$ cat config.mk
export PLATFORM = sky130hd
export DESIGN_NAME = fnd_scan_decoder
export DESIGN_NICKNAME = d
export VERILOG_FILES = /design/src/rtl/fnd_scan_decoder.sv
export SDC_FILE = /design/constraint.sdc
export NUM_CORES = 1
export LEC_CHECK = 0
export ABC_AREA = 1
export ABC_CLOCK_PERIOD_IN_PS = 5300
export BUFFER_PORTS_ARGS = -buffer_cell sky130_fd_sc_hd__buf_4
export CAP_MARGIN = 10
export CORE_MARGIN = 2
export CORE_UTILIZATION = 45
export CTS_CLUSTER_SIZE = 8
export DETAILED_ROUTE_END_ITERATION = 16
export PLACE_DENSITY_LB_ADDON = 0.15
export SLEW_MARGIN = 40
export SYNTH_ARGS = -nofsm -noshare
export SYNTH_HDL_FRONTEND = slang
export SYNTH_SLANG_ARGS = --single-unit
$ cat constraint.sdc
create_clock -name i_clk -period 5.3 [get_ports i_clk]
set_input_delay 0.265 -clock i_clk [delete_from_list [all_inputs] [get_ports i_clk]]
set_output_delay 0.265 -clock i_clk [all_outputs]
set_load 0.05 [all_outputs]
$ cat src/rtl/fnd_scan_decoder.sv
// Receive-side snooper for a 4-digit multiplexed 7-segment bus: filters scan transitions,
// decodes each stable digit pattern and publishes complete 4-digit frames.
module fnd_scan_decoder #(
    parameter bit FONT_ACT_LOW  = 1'b1,
    parameter bit DIGIT_ACT_LOW = 1'b1,
    parameter int STABLE_CYCLES = 4,
    parameter int TIMEOUT       = 1024
) (
    input  logic        i_clk,
    input  logic        i_reset,
    input  logic [7:0]  i_font,
    input  logic [3:0]  i_digit,
    output logic [15:0] o_value,
    output logic [3:0]  o_dp,
    output logic        o_frame_valid,
    output logic        o_err,
    output logic [7:0]  o_err_cnt,
    output logic        o_stalled
);

    localparam int CNT_W = $clog2(STABLE_CYCLES + 1);
    localparam int TO_W  = $clog2(TIMEOUT + 1);
    localparam logic [CNT_W-1:0] CNT_MAX = CNT_W'(STABLE_CYCLES);
    localparam logic [CNT_W-1:0] CNT_HIT = CNT_W'(STABLE_CYCLES - 2);
    localparam logic [CNT_W-1:0] CNT_ONE = CNT_W'(1);
    localparam logic [TO_W-1:0]  TO_MAX  = TO_W'(TIMEOUT);
    localparam logic [TO_W-1:0]  TO_ONE  = TO_W'(1);

    typedef enum logic [1:0] {
        S_WAIT    = 2'd0,
        S_COLLECT = 2'd1,
        S_EMIT    = 2'd2
    } state_t;

    // Returns {undecodable, code} for an active-high gfedcba pattern.
    function automatic logic [4:0] decode_seg(input logic [6:0] seg);
        logic [4:0] res;
        case (seg)
            7'h3F:   res = {1'b0, 4'h0};
            7'h06:   res = {1'b0, 4'h1};
            7'h5B:   res = {1'b0, 4'h2};
            7'h4F:   res = {1'b0, 4'h3};
            7'h66:   res = {1'b0, 4'h4};
            7'h6D:   res = {1'b0, 4'h5};
            7'h7D:   res = {1'b0, 4'h6};
            7'h07:   res = {1'b0, 4'h7};
            7'h7F:   res = {1'b0, 4'h8};
            7'h6F:   res = {1'b0, 4'h9};
            7'h00:   res = {1'b0, 4'hA};
            default: res = {1'b1, 4'hF};
        endcase
        return res;
    endfunction

    function automatic logic [1:0] digit_index(input logic [3:0] sel);
        logic [1:0] idx;
        case (sel)
            4'b0001: idx = 2'd0;
            4'b0010: idx = 2'd1;
            4'b0100: idx = 2'd2;
            4'b1000: idx = 2'd3;
            default: idx = 2'd0;
        endcase
        return idx;
    endfunction

    logic [7:0]       font_r, prev_font_r;
    logic [3:0]       digit_r, prev_digit_r;
    logic [CNT_W-1:0] stable_cnt_r;
    logic [TO_W-1:0]  timeout_cnt_r;
    logic [15:0]      shadow_r;
    logic [3:0]       shadow_dp_r;
    logic [3:0]       mask_r;
    state_t           state_r;

    logic             sel_valid_s, same_s, commit_s, full_s;
    logic [1:0]       idx_s;
    logic [4:0]       dec_s;
    logic [15:0]      shadow_nxt_s;
    logic [3:0]       shadow_dp_nxt_s, mask_nxt_s;
    logic [TO_W-1:0]  timeout_nxt_s;

    // Dwell detection, decode and next shadow/mask/timeout values.
    always_comb begin
        sel_valid_s     = (digit_r != 4'd0) && ((digit_r & (digit_r - 4'd1)) == 4'd0);
        same_s          = (font_r == prev_font_r) && (digit_r == prev_digit_r);
        commit_s        = sel_valid_s && same_s && (stable_cnt_r == CNT_HIT);
        idx_s           = digit_index(digit_r);
        dec_s           = decode_seg(font_r[6:0]);
        shadow_nxt_s    = shadow_r;
        shadow_dp_nxt_s = shadow_dp_r;
        // The emit cycle starts a fresh frame, so a commit landing there is kept.
        if (state_r == S_EMIT) begin
            mask_nxt_s = 4'd0;
        end else begin
            mask_nxt_s = mask_r;
        end
        if (commit_s) begin
            shadow_nxt_s[{idx_s, 2'b00} +: 4] = dec_s[3:0];
            shadow_dp_nxt_s[idx_s]            = font_r[7];
            mask_nxt_s                        = mask_nxt_s | (4'd1 << idx_s);
        end else begin
            mask_nxt_s = mask_nxt_s;
        end
        full_s = (mask_nxt_s == 4'hF);
        if (commit_s) begin
            timeout_nxt_s = {TO_W{1'b0}};
        end else if (timeout_cnt_r == TO_MAX) begin
            timeout_nxt_s = TO_MAX;
        end else begin
            timeout_nxt_s = timeout_cnt_r + TO_ONE;
        end
    end

    // Input sampling with polarity normalisation and the stability counter.
    always_ff @(posedge i_clk or negedge i_reset) begin
        if (!i_reset) begin
            font_r       <= 8'd0;
            digit_r      <= 4'd0;
            prev_font_r  <= 8'd0;
            prev_digit_r <= 4'd0;
            stable_cnt_r <= {CNT_W{1'b0}};
        end else begin
            font_r       <= FONT_ACT_LOW  ? ~i_font  : i_font;
            digit_r      <= DIGIT_ACT_LOW ? ~i_digit : i_digit;
            prev_font_r  <= font_r;
            prev_digit_r <= digit_r;
            if (!sel_valid_s || !same_s) begin
                stable_cnt_r <= {CNT_W{1'b0}};
            end else if (stable_cnt_r != CNT_MAX) begin
                stable_cnt_r <= stable_cnt_r + CNT_ONE;
            end else begin
                stable_cnt_r <= stable_cnt_r;
            end
        end
    end

    // Error pulse, saturating error count and stall watchdog.
    always_ff @(posedge i_clk or negedge i_reset) begin
        if (!i_reset) begin
            timeout_cnt_r <= {TO_W{1'b0}};
            o_stalled     <= 1'b0;
            o_err         <= 1'b0;
            o_err_cnt     <= 8'd0;
        end else begin
            timeout_cnt_r <= timeout_nxt_s;
            o_stalled     <= (timeout_nxt_s == TO_MAX);
            o_err         <= commit_s && dec_s[4];
            if (commit_s && dec_s[4] && (o_err_cnt != 8'hFF)) begin
                o_err_cnt <= o_err_cnt + 8'd1;
            end else begin
                o_err_cnt <= o_err_cnt;
            end
        end
    end

    // Frame assembly FSM; frame outputs load on the commit that completes coverage.
    always_ff @(posedge i_clk or negedge i_reset) begin
        if (!i_reset) begin
            state_r       <= S_WAIT;
            shadow_r      <= 16'd0;
            shadow_dp_r   <= 4'd0;
            mask_r        <= 4'd0;
            o_value       <= 16'd0;
            o_dp          <= 4'd0;
            o_frame_valid <= 1'b0;
        end else begin
            shadow_r      <= shadow_nxt_s;
            shadow_dp_r   <= shadow_dp_nxt_s;
            mask_r        <= mask_nxt_s;
            o_frame_valid <= 1'b0;
            case (state_r)
                S_WAIT: begin
                    if (commit_s && full_s) begin
                        state_r       <= S_EMIT;
                        o_value       <= shadow_nxt_s;
                        o_dp          <= shadow_dp_nxt_s;
                        o_frame_valid <= 1'b1;
                    end else if (commit_s) begin
                        state_r <= S_COLLECT;
                    end else begin
                        state_r <= S_WAIT;
                    end
                end
                S_COLLECT: begin
                    if (commit_s && full_s) begin
                        state_r       <= S_EMIT;
                        o_value       <= shadow_nxt_s;
                        o_dp          <= shadow_dp_nxt_s;
                        o_frame_valid <= 1'b1;
                    end else begin
                        state_r <= S_COLLECT;
                    end
                end
                S_EMIT:  state_r <= S_WAIT;
                default: state_r <= S_WAIT;
            endcase
        end
    end

endmodule
==> impl_metrics.json <==
{
  "outcome": "complete, no violations",
  "ys_seq_area_frac": 0.483,
  "hold_viol_final": 0,
  "power_density_mw_per_mm2": 224,
  "slowest_delay_ps": 480,
  "cp_max_fo": 21,
  "relSlewSlack": 0.532,
  "die_area_mm2": 0.0118,
  "crit_buf_inv": 1,
  "firstDrtPassIters": 4,
  "wl_met1_mm": 4.59,
  "cp.required_ps": 5610,
  "cts_hold_buffers": 1,
  "grt_antenna_before_repair": 0,
  "crit_start": "digit_r[1]",
  "reg2reg_to": "o_value[1]",
  "dr_wl_met3_um": 367,
  "arrival_ps": 2910,
  "yosysWarnings": 0,
  "max_freq_mhz": 385,
  "setup_slack_ps": 2700,
  "dp_cells": 759,
  "synthTopCellsByArea": "dfrtp_1, nand2_1, inv_1",
  "grt_overflow": 0,
  "cts_made_buffers": 9,
  "final_cells": 775,
  "synth_ff_type": "dfrtp_1",
  "detail-route-antenna-nets": 0,
  "drive_above_1_share": 0.198,
  "fin_crit_ps": 2600,
  "postCtsResizedCells": 0,
  "ios": 45,
  "synthesis.nets": 606,
  "port_buffers": 44,
  "tns_ps": 0,
  "reg2regPathDepth": 11,
  "grt_max_degree": 61,
  "synth.top_cells.by_count": "nand2_1, dfrtp_1, inv_1",
  "core_area_mm2": 0.0107,
  "cp-endpoint": "o_value[1]",
  "hpwl_mm": 7.35,
  "utilization": 0.515,
  "fin_crit_sh": 0.490,
  "crit_family": "simple AND/OR/NAND/NOR gates",
  "synth_cell_type_count": 35,
  "cp_slowest_cell": "dfrtp_1",
  "end_kind": "flip-flop",
  "ys_ff_latch": 95,
  "r2r_slack_ps": 2700,
  "rsz0062_at_grt": "no",
  "diodes": 0,
  "nets": 657,
  "htree_levels": 3,
  "synth_edf_count": 0,
  "wl_per_cell_um": 12.5,
  "cts.clk_slew.worst_paths_ps": 80,
  "yosys.area.top_type": "dfrtp_1",
  "postCtsSetupRepairBufs": 0,
  "routed_wl_mm": 9.70,
  "wl_met2_mm": 4.54,
  "crit_type": "flip-flop to flip-flop",
  "dr.max_layer_used": "met4",
  "clockBufferDepth": 2,
  "area_growth_pct": 12.6,
  "cpMostUsedCell": "nand2_1",
  "drv_cap": 0,
  "cts_root_buffer": "clkbuf_8",
  "vias_per_cell": 4.79,
  "setup_viol": 0,
  "syn-instance-count": 581,
  "hp-class": "input pin to flip-flop",
  "p_leak_nw": 3.11,
  "cts.sinks": 95,
  "drc": 0,
  "holdPathStages": 2,
  "track_usage": 0.181,
  "die_height_um": 109,
  "pre_cts_slack_ps": 2700,
  "drtIter0Drc": 155,
  "dieWidth_um": 109,
  "syn_area_mm2": 0.00492,
  "synth_top_area_share": 0.483,
  "clock_latency_ps": 370,
  "grt_pass1_wl_mm": 16.5,
  "vias": 3713,
  "fillers": 1060,
  "std_cell_rows": 38,
  "worst-path-stages": 11,
  "synth_most_common_cell": "nand2_1",
  "gp_congestion": 0.862,
  "drv_slew": 0,
  "fin_worst_skew_ps": 7.88,
  "path_cells": "inv_2 -> nand2_1 -> nor3_1 -> a31oi_1 -> ha_1 -> nand4_4 -> nand2_4 -> nand3_2 -> nor2_4 -> nand3_1 -> nand2_1",
  "cts_tree": "yes",
  "grt_pass1_vias": 3613,
  "synth-async-reset-ratio": 1.00,
  "vdd_drop_max_mv": 0.186,
  "syn_area_per_cell_um2": 8.46,
  "r2r-start": "digit_r[1]",
  "start_util": 0.458,
  "tightest_slew_ps": 702,
  "cp-start-kind": "flip-flop"
}
sequential cells by signal, summed over array words and instances (netlist names):
signal         flops
stable_cnt_r       3
shadow_r          16
o_value           16
digit_r            4
o_stalled          1
o_err              1
prev_digit_r       4
state_r            2
o_dp               4
timeout_cnt_r     11
shadow_dp_r        4
o_err_cnt          8
mask_r             4
prev_font_r        8
font_r             8
o_frame_valid      1
worst register-to-register path, delay by kind of cell, from the launching register on:
kind                     cells  cell delay (ps)
AO/OA/AOI/OAI                1              410
flip-flops                   1              480
adder cells (fa/ha/maj)      1              420
AND/OR/NAND/NOR              8             1160
buffers and inverters        1               70
power by group:
| group | internal [mW] | switching [mW] | total [mW] | leakage [nW] |
|---|---|---|---|---|
| Combinational | 0.0316 | 0.0682 | 0.0998 | 1.77 |
| Clock | 0.164 | 0.232 | 0.397 | 0.0761 |
| Sequential | 0.733 | 0.0127 | 0.746 | 1.26 |
| Total | 0.929 | 0.313 | 1.24 | 3.11 |
routing by layer:
metal	vias to the layer above	GRT usage
met5	-	0
met4	0	0.0714
met3	16	0.0561
met2	56	0.286
met1	1727	0.231
li1	1914	-
stage by stage:
stage                     instance area (um2)  power, mW  hold slack (ps)
after CTS                                5520       1.27             2.10
after detailed placement                 5370      0.860              249
final                                    5540       1.24             26.0
after floorplan                          4920      0.823            -30.6
after global routing                     5540       1.31            0.522
after global placement                   5370      0.858              249
area by class of cell:
cell class / instances / area, um2 / share of cell area
clock buffer: 12 / 135 / 0.0244
clock inverter: 2 / 10.0 / 0.00181
inverter: 89 / 334 / 0.0603
multi-input combinational: 390 / 2140 / 0.387
sequential: 95 / 2380 / 0.429
tap: 140 / 175 / 0.0316
timing repair buffer: 47 / 362 / 0.0653
placed cells by master, fill, tap and decap left out, drive strengths merged:
| cell type | instances |
|---|---|
| clkinv | 2 |
| o21a | 1 |
| a21o | 1 |
| ha | 11 |
| o311a | 1 |
| a31oi | 1 |
| mux2 | 1 |
| clkbuf | 12 |
| o21ai | 13 |
| o211ai | 1 |
| nor4 | 2 |
| and3 | 2 |
| nand4 | 14 |
| buf | 45 |
| xnor2 | 3 |
| nand3 | 55 |
| dfrtp | 95 |
| nor3 | 11 |
| nor3b | 1 |
| a21oi | 10 |
| nand2 | 190 |
| nor2 | 58 |
| inv | 89 |
| dlygate4sd3 | 2 |
| a31o | 2 |
| xor2 | 12 |
worst min-delay path by stage:
stage | slack (ps) | from | end
after floorplan | -30 | i_reset | digit_r[0]
after global placement | 250 | i_reset | o_stalled
after detailed placement | 250 | i_reset | o_stalled
after CTS | 2 | i_digit[0] | digit_r[0]
after global routing | 0.5 | i_font[1] | font_r[1]
final | 30 | i_digit[0] | digit_r[0]
cell families after synthesis:
group	share of synthesized area
xor gates and xnor gates	0.0267
DFF	0.483
and+or+nand+nor	0.344
adders and majority gates	0.0280
AOI/OAI and AO/OA	0.0349
buffers and inverters	0.0807
muxes	0.00229
Note: power is estimated with default switching activity, not from simulation.
